**src/rtl/lsu_controller.sv**
```systemverilog
// Load/store unit bus sequencer: moves one memory-stage access at a time over a
// req/gnt/rvalid data bus, with lane steering, load extension, alignment and timeout faults.
module lsu_controller #(
    parameter int unsigned TIMEOUT_CYCLES = 16
) (
    input  logic        clk,
    input  logic        rst,
    input  logic        req_valid_i,
    input  logic        req_store_i,
    input  logic [1:0]  req_size_i,
    input  logic        req_unsigned_i,
    input  logic [31:0] req_addr_i,
    input  logic [31:0] req_wdata_i,
    output logic        stall_o,
    output logic        done_o,
    output logic [31:0] rdata_o,
    output logic        fault_o,
    output logic [1:0]  fault_cause_o,
    output logic        mem_req_o,
    output logic        mem_we_o,
    output logic [3:0]  mem_be_o,
    output logic [31:0] mem_addr_o,
    output logic [31:0] mem_wdata_o,
    input  logic        mem_gnt_i,
    input  logic        mem_rvalid_i,
    input  logic [31:0] mem_rdata_i
);

    typedef enum logic [1:0] {S_IDLE, S_REQ, S_WAIT, S_DONE} state_e;

    localparam logic [7:0] CNT_LAST = 8'(TIMEOUT_CYCLES - 1);

    state_e      state_q, state_d;
    logic [7:0]  cnt_q, cnt_d;
    logic        store_q, store_d;
    logic [1:0]  size_q, size_d;
    logic        uns_q, uns_d;
    logic [31:0] addr_q, addr_d;
    logic [3:0]  be_q, be_d;
    logic [31:0] wdata_q, wdata_d;
    logic [31:0] rdata_q, rdata_d;
    logic        to_q, to_d;

    logic        misaligned;
    logic        idle_valid;
    logic        complete;
    logic [3:0]  be_new;
    logic [31:0] wdata_new;
    logic [31:0] load_ext;
    logic [7:0]  byte_lane;
    logic [15:0] half_lane;

    always_comb begin
        misaligned = 1'b0;
        be_new     = 4'b1111;
        wdata_new  = req_wdata_i;
        case (req_size_i)
            2'b00: begin
                be_new    = 4'b0001 << req_addr_i[1:0];
                wdata_new = {4{req_wdata_i[7:0]}};
            end
            2'b01: begin
                misaligned = req_addr_i[0];
                be_new     = 4'b0011 << req_addr_i[1:0];
                wdata_new  = {2{req_wdata_i[15:0]}};
            end
            2'b10:   misaligned = |req_addr_i[1:0];
            default: misaligned = 1'b1;
        endcase
    end

    // Lane selection uses the captured offset; the bus word itself is never registered.
    always_comb begin
        byte_lane = mem_rdata_i[{addr_q[1:0], 3'b000} +: 8];
        half_lane = mem_rdata_i[{addr_q[1], 4'b0000} +: 16];
        case (size_q)
            2'b00:   load_ext = uns_q ? {24'h0, byte_lane} : {{24{byte_lane[7]}}, byte_lane};
            2'b01:   load_ext = uns_q ? {16'h0, half_lane} : {{16{half_lane[15]}}, half_lane};
            default: load_ext = mem_rdata_i;
        endcase
    end

    assign complete = mem_rvalid_i & ((state_q == S_REQ & mem_gnt_i) | state_q == S_WAIT);

    // NOTE: every next-state variable gets a default first so no path leaves it unassigned (no latch).
    always_comb begin
        state_d = state_q;
        cnt_d   = cnt_q;
        store_d = store_q;
        size_d  = size_q;
        uns_d   = uns_q;
        addr_d  = addr_q;
        be_d    = be_q;
        wdata_d = wdata_q;
        rdata_d = rdata_q;
        to_d    = to_q;
        case (state_q)
            S_IDLE: begin
                if (req_valid_i && !misaligned) begin
                    store_d = req_store_i;
                    size_d  = req_size_i;
                    uns_d   = req_unsigned_i;
                    addr_d  = req_addr_i;
                    be_d    = be_new;
                    wdata_d = wdata_new;
                    cnt_d   = 8'd0;
                    state_d = S_REQ;
                end
            end
            S_REQ, S_WAIT: begin
                if (complete) begin
                    rdata_d = store_q ? 32'h0 : load_ext;
                    to_d    = 1'b0;
                    state_d = S_DONE;
                end else if (cnt_q == CNT_LAST) begin
                    rdata_d = 32'h0;
                    to_d    = 1'b1;
                    state_d = S_DONE;
                end else begin
                    cnt_d = cnt_q + 8'd1;
                    if (state_q == S_REQ && mem_gnt_i) state_d = S_WAIT;
                end
            end
            S_DONE: begin
                to_d    = 1'b0;
                state_d = S_IDLE;
            end
            default: state_d = S_IDLE;
        endcase
    end

    // NOTE: sequential state uses non-blocking assignments so all flops update together.
    always_ff @(posedge clk or posedge rst) begin
        if (rst) begin
            state_q <= S_IDLE;
            cnt_q   <= 8'd0;
            store_q <= 1'b0;
            size_q  <= 2'b00;
            uns_q   <= 1'b0;
            addr_q  <= 32'h0;
            be_q    <= 4'h0;
            wdata_q <= 32'h0;
            rdata_q <= 32'h0;
            to_q    <= 1'b0;
        end else begin
            state_q <= state_d;
            cnt_q   <= cnt_d;
            store_q <= store_d;
            size_q  <= size_d;
            uns_q   <= uns_d;
            addr_q  <= addr_d;
            be_q    <= be_d;
            wdata_q <= wdata_d;
            rdata_q <= rdata_d;
            to_q    <= to_d;
        end
    end

    // NOTE: the IDLE-cycle responses are combinational, so they are masked by rst to keep outputs quiet in reset.
    assign idle_valid = (state_q == S_IDLE) & req_valid_i & ~rst;

    assign stall_o     = (state_q == S_REQ) | (state_q == S_WAIT) | (idle_valid & ~misaligned);
    assign done_o      = (state_q == S_DONE);
    assign rdata_o     = rdata_q;
    assign fault_o     = (done_o & to_q) | (idle_valid & misaligned);
    assign mem_req_o   = (state_q == S_REQ);
    assign mem_we_o    = mem_req_o & store_q;
    assign mem_be_o    = mem_req_o ? be_q : 4'h0;
    assign mem_addr_o  = {addr_q[31:2], 2'b00};
    assign mem_wdata_o = wdata_q;

    always_comb begin
        fault_cause_o = 2'b00;
        if (done_o && to_q)                 fault_cause_o = 2'b10;
        else if (idle_valid && misaligned)  fault_cause_o = 2'b01;
    end

endmodule

```
**config.mk**
```make
export PLATFORM = sky130hd
export DESIGN_NAME = lsu_controller
export DESIGN_NICKNAME = d
export VERILOG_FILES = /design/src/rtl/lsu_controller.sv
export SDC_FILE = /design/constraint.sdc
export NUM_CORES = 1
export LEC_CHECK = 0
export ABC_AREA = 0
export CORE_UTILIZATION = 49
export CTS_CLUSTER_DIAMETER = 80
export DETAILED_ROUTE_END_ITERATION = 8
export PLACE_DENSITY = 0.87
export SYNTH_ARGS = -nofsm -noshare
export SYNTH_HDL_FRONTEND = slang
export SYNTH_SLANG_ARGS = --single-unit
```
**constraint.sdc**
```tcl
create_clock -name clk -period 6.6 [get_ports clk]
set_clock_uncertainty 0.2 [all_clocks]
set_input_delay 0.66 -clock clk [delete_from_list [all_inputs] [get_ports clk]]
set_output_delay 0.66 -clock clk [all_outputs]
set_load 0.01 [all_outputs]
```
==> reports/metrics.cfg, run 1 <==
[status]
outcome = finished, final reports clean

[clocking]
clock_latency_ns = 0.41
cts_resized = 0
cts_setup_buffers = 0
cts_max_level = 4
hold_buffers = 0
path_clk_slew_ns = 0.05
cts_num_sinks = 115
cts_tree = done
cts-buffers-inserted = 17
cts_root_buffer = clkbuf_16
clock_path_buffers = 2

[synth]
ys_ff_latch = 115
synthFlopType = dfrtp_1
synth_async_sr_flop_share = 1.00
synth-edff-count = 0
yosys-top-cells-area = dfrtp_1 (49%), mux2i_1 (6.0%), mux2_2 (5.0%)
synth_top_area_frac = 0.495
yosys_warnings = 0
synth_top_area_cell = dfrtp_1
syn-cell-area_sq_um = 5810
syn_avg_cell_area_sq_um = 11.1
yosysUniqueCellTypes = 52
postSynthCellCount = 523
ys_seq_area_frac = 0.495

[layout]
fin_nets = 800
nFillCells = 776
syn2layout_area_growth_pct = 43.5
n_antenna_cell = 0
drive_gt1_frac = 0.124
design_area_sq_um = 8350

[global_route]
overflow = 0
grtUsageTotal = 0.268
antenna_found_initial = 0
grt_pass1_wl_mm = 25.7
grt_pass1_vias = 4945
grt_max_degree = 89

[critical_path]
path_max_fanout = 17
slowest_stage = clkdlybuf4s50_1
cpLargestDelayFamily = buffers and inverters
end_kind = output port
slowest_delay_ns = 0.82
critPathKind = in2out
critPathLaunchType = input port
cp.arrival_ns = 2.98
reg2reg_from = state_q[1]$_DFFE_PP0P_
rr_endpoint = rdata_o[21]$_DFFE_PP0P_
critical_path.cell_chain = clkdlybuf4s50_1, o21a_1, or3_4, o21ai_0, clkdlybuf4s50_1
ff2ff_setup_slack_ns = 3.51
path_buf_inv = 2
required_ns = 5.74
rr_worst_depth = 5
path_common_cell = clkdlybuf4s50_1

[job]
cap_viol_max_count = 0

[sta]
maxSlewHeadroom = 0.221
hold_violations = 0
rsz0062_at_grt = false
fin_crit_ns = 3.84
fmax_ghz = 0.261
worstMarginPinSlew_ns = 1.17
fin_setup_tns_ns = 0
setup_viol_count_final = 0
slew_viol_final = 0
fin_crit_sh = 0.581

[placed_design]
hpwl_mm = 11.5
io_buffers = 209
routabilityCongestion = 0.894
placed_cell_area_sq_um = 7720

[floorplanning]
start_util = 0.507
die_height_microns = 111
die_w_microns = 111
ioPinCount = 212
dieArea_sq_um = 12300
num_rows = 39
core_region_area_sq_um = 11500

[power]
switching_power_mw = 1.33
power_frac_comb = 0.437
clkPwrFrac = 0.242
p_sw_frac = 0.333
internal-power_mw = 2.68
ir_drop_mv = 0.362
p_leak_nw = 3.63
pwr-share-seq = 0.321
cellPowerDensity_nw_per_um2 = 481

[hold_path]
holdPathStages = 2
min-delay-start = be_q[0]$_DFFE_PP0P_
hold_class = reg2reg
worstHoldEndpoint = be_q[0]$_DFFE_PP0P_

[routing]
via_per_inst = 5.65
drt_iter0_drc = 425
via_count = 4780
drc = 0
wl_mm = 16.0
routedWlPerCell_microns = 18.9
drt-pass1-iter-count = 5
antenna_left = 0

[power by group through the flow]
stage	sequential, mW	combinational (mW)	clock, mW
2_1_floorplan	1.29	0.983	0
3_3_place_gp	1.26	1.68	0
3_5_place_dp	1.28	1.75	0
4_1_cts	1.28	1.76	0.983
5_1_grt	1.32	1.88	1.01
6_report	1.29	1.75	0.971
[logic make-up (layout without fill, tap and decap cells)]
group	after synthesis	after routing	synth area share
AO/OA/AOI/OAI	129	129	0.153
XOR/XNOR	1	1	0.00151
adder cells (fa/ha/maj)	5	5	0.0108
buffers and inverters	77	256	0.0770
flip-flops	115	115	0.495
multiplexers	81	81	0.164
other	1	2	0.000645
AND/OR/NAND/NOR	114	114	0.0988
[flip-flops by register name (all words and copies together), names as in the netlist]
register,flops
addr_q,32
mem_wdata_o,32
rdata_o,32
cnt_q,8
be_q,4
size_q,2
state_q,2
store_q,1
to_q,1
uns_q,1
[layer usage]
layer	global-route usage	up-vias	wire length, microns
li1	-	2196	-
met1	0.326	2362	6550
met2	0.447	184	8190
met3	0.0694	38	763
met4	0.125	0	499
met5	0	-	0
[through the flow]
| step | worst slack, ns | instances | total power [mW] | hold WS (ns) | util |
|---|---|---|---|---|---|
| CTS | 2.79 | 846 | 4.03 | 0.275 | 0.728 |
| global route | 2.64 | 846 | 4.22 | 0.299 | 0.728 |
| finish | 2.76 | 846 | 4.01 | 0.273 | 0.728 |
| global placement | 2.84 | 814 | 2.95 | 0.255 | 0.673 |
| detailed placement | 2.78 | 814 | 3.03 | 0.263 | 0.673 |
| floorplan | 2.70 | 524 | 2.27 | 0.242 | - |
[final cells by class]
type	instances	area [sq um]	area share
flip-flops and latches	115	2880	0.345
clock inverters	9	151	0.0181
clock buffers	23	478	0.0573
repair buffers	212	2110	0.253
well taps	143	179	0.0214
inverters	12	47.5	0.00570
multi-input cells	332	2500	0.299
[cell usage after synthesis (all sizes together), types with 3 or more instances]
library cell,n
a21oi,19
a221o,16
a31oi,8
a32o,9
and2,8
and3,3
buf,47
clkbuf,18
dfrtp,115
ha,5
inv,12
mux2,45
mux2i,35
nand2,47
nand2b,12
nand3,7
nor2,18
nor4,3
o21a,4
o21ai,49
o2bb2ai,7
or3,8
[placed cells by master, fill, tap and decap left out, types with 4 or more instances in the layout]
cell,instances
and2_1,7
mux2i_1,35
mux2_4,19
inv_1,11
nand3_1,7
a21oi_1,19
a31oi_1,8
o2bb2ai_1,7
dfrtp_1,115
o21ai_0,49
nand2b_1,12
bufinv_16,4
clkbuf_16,17
nor2_1,18
nand2_1,47
a32o_1,9
o21a_1,4
clkdlybuf4s50_1,209
a221o_1,16
or3_1,7
ha_1,5
mux2_2,26
[worst max-delay path by stage]
stage                  start                     to  slack [ns]  cells past startpoint
5_1_grt        req_size_i[0]                stall_o        2.64                      5
3_3_place_gp   req_size_i[0]                stall_o        2.84                      5
4_1_cts        req_size_i[0]                stall_o        2.79                      5
2_1_floorplan            rst  addr_q[0]$_DFFE_PP0P_        2.70                      1
6_report       req_size_i[0]                stall_o        2.76                      5
3_5_place_dp   req_size_i[0]                stall_o        2.78                      5
[worst register-to-register path: stages, from the launching register on]
cell     delay [ns]
dfrtp_1        0.38
inv_1          0.09
ha_1           0.60
and4b_1        0.70
nor4b_4        0.80
a221o_1        0.25
(Power assumes the default switching activity.)
==> run 2: changes to the inputs <==
--- a/config.mk
+++ b/config.mk
@@ -6,10 +6,10 @@
 export NUM_CORES = 1
 export LEC_CHECK = 0
 export ABC_AREA = 0
-export CORE_UTILIZATION = 49
+export CORE_UTILIZATION = 41
 export CTS_CLUSTER_DIAMETER = 80
 export DETAILED_ROUTE_END_ITERATION = 8
-export PLACE_DENSITY = 0.87
+export PLACE_DENSITY = 0.78
 export SYNTH_ARGS = -nofsm -noshare
 export SYNTH_HDL_FRONTEND = slang
 export SYNTH_SLANG_ARGS = --single-unit
==> constraint.sdc (replaced) <==
create_clock -name clk -period 3.5 [get_ports clk]
set_clock_uncertainty 0.2 [all_clocks]
set_input_delay 0.35 -clock clk [delete_from_list [all_inputs] [get_ports clk]]
set_output_delay 0.35 -clock clk [all_outputs]
set_load 0.01 [all_outputs]
==> run 2 against run 1 <==
  * Sequential share of layout area down 0.23 points
  * Clock power up 73%
  * Core utilization down 12 points
  * Critical path depth up 1
  * Setup slack worse by 2.3 ns
  * Non-clock buffer count up 7
  * Combinational power up 91%
  * Critical endpoint unchanged
==> reports/metrics.cfg, run 2 (synthesis gave the netlist of run 1 again) <==
[hold_path]
hold_class = reg2reg

[sta]
fmax_ghz = 0.324
fin_crit_ns = 3.09
hold_violations = 0  ; unchanged
slew_viol_final = 0  ; unchanged
whs_ns = 0.277  ; +0.00442 ns
finalWorstSetupSlack_ns = 0.414  ; -2.35 ns
fin_setup_tns_ns = 0  ; unchanged
maxSlewHeadroom = 0.268  ; +0.0479
setup_viol_count_final = 0  ; unchanged
fin_crit_sh = 0.882
rsz0062_at_grt = false
worstMarginPinSlew_ns = 1.10  ; -0.0690 ns

[critical_path]
required_ns = 2.95  ; -2.79 ns
path_max_fanout = 10  ; -7
cp.arrival_ns = 2.54  ; -0.44 ns
end_kind = output port
critPathKind = reg2out
critPathLaunchType = register

[routing]
via_per_inst = 5.38  ; -4.9%
antenna_left = 0  ; unchanged
drc = 0  ; unchanged
wl_mm = 15.7  ; -2.1%
via_count = 4784  ; +0.084%
routedWlPerCell_microns = 17.6  ; -6.9%
drt-pass1-iter-count = 6  ; +1
drt_iter0_drc = 274  ; -36%

[global_route]
grt_pass1_wl_mm = 24.5  ; -4.9%
grtUsageTotal = 0.218  ; -0.0502
grt_max_degree = 95  ; +6.7%
grt_pass1_vias = 4710  ; -4.8%
antenna_found_initial = 0  ; unchanged
overflow = 0  ; unchanged

[clocking]
clock_path_buffers = 2  ; unchanged
cts_max_level = 4  ; unchanged
cts-buffers-inserted = 17  ; unchanged
path_clk_slew_ns = 0.05  ; about the same
cts_root_buffer = clkbuf_16
clock_latency_ns = 0.41  ; about the same
cts_resized = 0  ; unchanged
cts_tree = done
cts_num_sinks = 115  ; unchanged
cts_setup_buffers = 0  ; unchanged
hold_buffers = 0  ; unchanged

[layout]
syn2layout_area_growth_pct = 44.5
utilization = 0.605  ; -0.122
final_cell_mix = clkdlybuf4s50_1 (209), dfrtp_1 (115), o21ai_0 (49), nand2_1 (47), mux2i_1 (35)
nFillCells = 1100  ; +42%
n_antenna_cell = 0  ; unchanged
final_common_cell = clkdlybuf4s50_1
fin_nets = 807  ; +0.88%
drive_gt1_frac = 0.131  ; +0.00723

[floorplanning]
ioPinCount = 212  ; unchanged
core_region_area_sq_um = 13900  ; +21%
start_util = 0.419  ; -0.0882
dieArea_sq_um = 14700  ; +19%
num_rows = 43  ; +10%
die_w_microns = 121  ; +9.2%
die_height_microns = 121  ; +9.2%

[power]
p_leak_nw = 3.63  ; -0.11%
clkPwrFrac = 0.227  ; -0.015
cellPowerDensity_nw_per_um2 = 880  ; +83%
pwr-share-seq = 0.322  ; about the same
power_frac_comb = 0.451  ; +0.014
p_sw_frac = 0.337  ; +0.00472
internal-power_mw = 4.90  ; +83%
p_total_mw = 7.40  ; +84%
ir_drop_mv = 0.551  ; +52%
switching_power_mw = 2.49  ; +87%

[status]
outcome = finished, final reports clean

[placed_design]
hpwl_mm = 11.2  ; -1.9%
place_ws_ns = 0.484  ; -2.30 ns
io_buffers = 209  ; unchanged
routabilityCongestion = 0.886  ; -0.93%

[job]
cap_viol_max_count = 0  ; unchanged

-- run 2: through the flow --
step / cells / instance area (sq um)
6_report: 890 / 8400
5_1_grt: 890 / 8400
4_1_cts: 890 / 8400
3_5_place_dp: 858 / 7830
3_3_place_gp: 858 / 7830
2_1_floorplan: 524 / 5820
-- run 2: area by class of cell --
type,count,area (sq um),share of cell area
clock buffers,23,468,0.0557
clock inverters,9,105,0.0125
inverters,12,48.8,0.00581
multi-input cells,332,2500,0.297
flip-flops and latches,115,2880,0.343
well taps,180,225,0.0268
repair buffers,219,2180,0.259
-- run 2: worst max-delay path: stages, from the launching register on --
cell and delay, ns:
dfrtp_1 0.40, inv_1 0.12, ha_1 0.25, nand2_1 0.22, or3_4 0.38, o21ai_0 0.19, clkdlybuf4s50_1 0.57
-- run 2: final timing paths --
path,from,slack (ns),cells past startpoint,endpoint
min in group asynchronous,rst,0.35,2,state_q[0]$_DFFE_PP0P_
min,mem_wdata_o[17]$_DFFE_PP0P_,0.28,2,mem_wdata_o[17]$_DFFE_PP0P_
max in group asynchronous,rst,1.96,3,cnt_q[6]$_DFFE_PP0P_
min reg2reg,mem_wdata_o[17]$_DFFE_PP0P_,0.28,2,mem_wdata_o[17]$_DFFE_PP0P_
max,state_q[1]$_DFFE_PP0P_,0.41,6,stall_o
max reg2reg,state_q[1]$_DFFE_PP0P_,0.60,7,rdata_o[12]$_DFFE_PP0P_
-- run 2: metal layers --
metal | part of all wire | wire length (microns) | vias to the layer above | GRT usage
li1 | - | - | 2211 | -
met1 | 0.44 | 6920 | 2354 | 0.284
met2 | 0.48 | 7490 | 186 | 0.343
met3 | 0.055 | 856 | 33 | 0.0522
met4 | 0.026 | 411 | 0 | 0.102
met5 | 0 | 0 | - | 0
-- run 2: power by group through the flow --
stage	sequential [mW]	combinational, mW	clock [mW]
global placement	2.37	3.24	0
floorplan	2.43	1.85	0
detailed placement	2.40	3.34	0
CTS	2.39	3.35	1.71
global route	2.47	3.61	1.77
finish	2.38	3.34	1.68
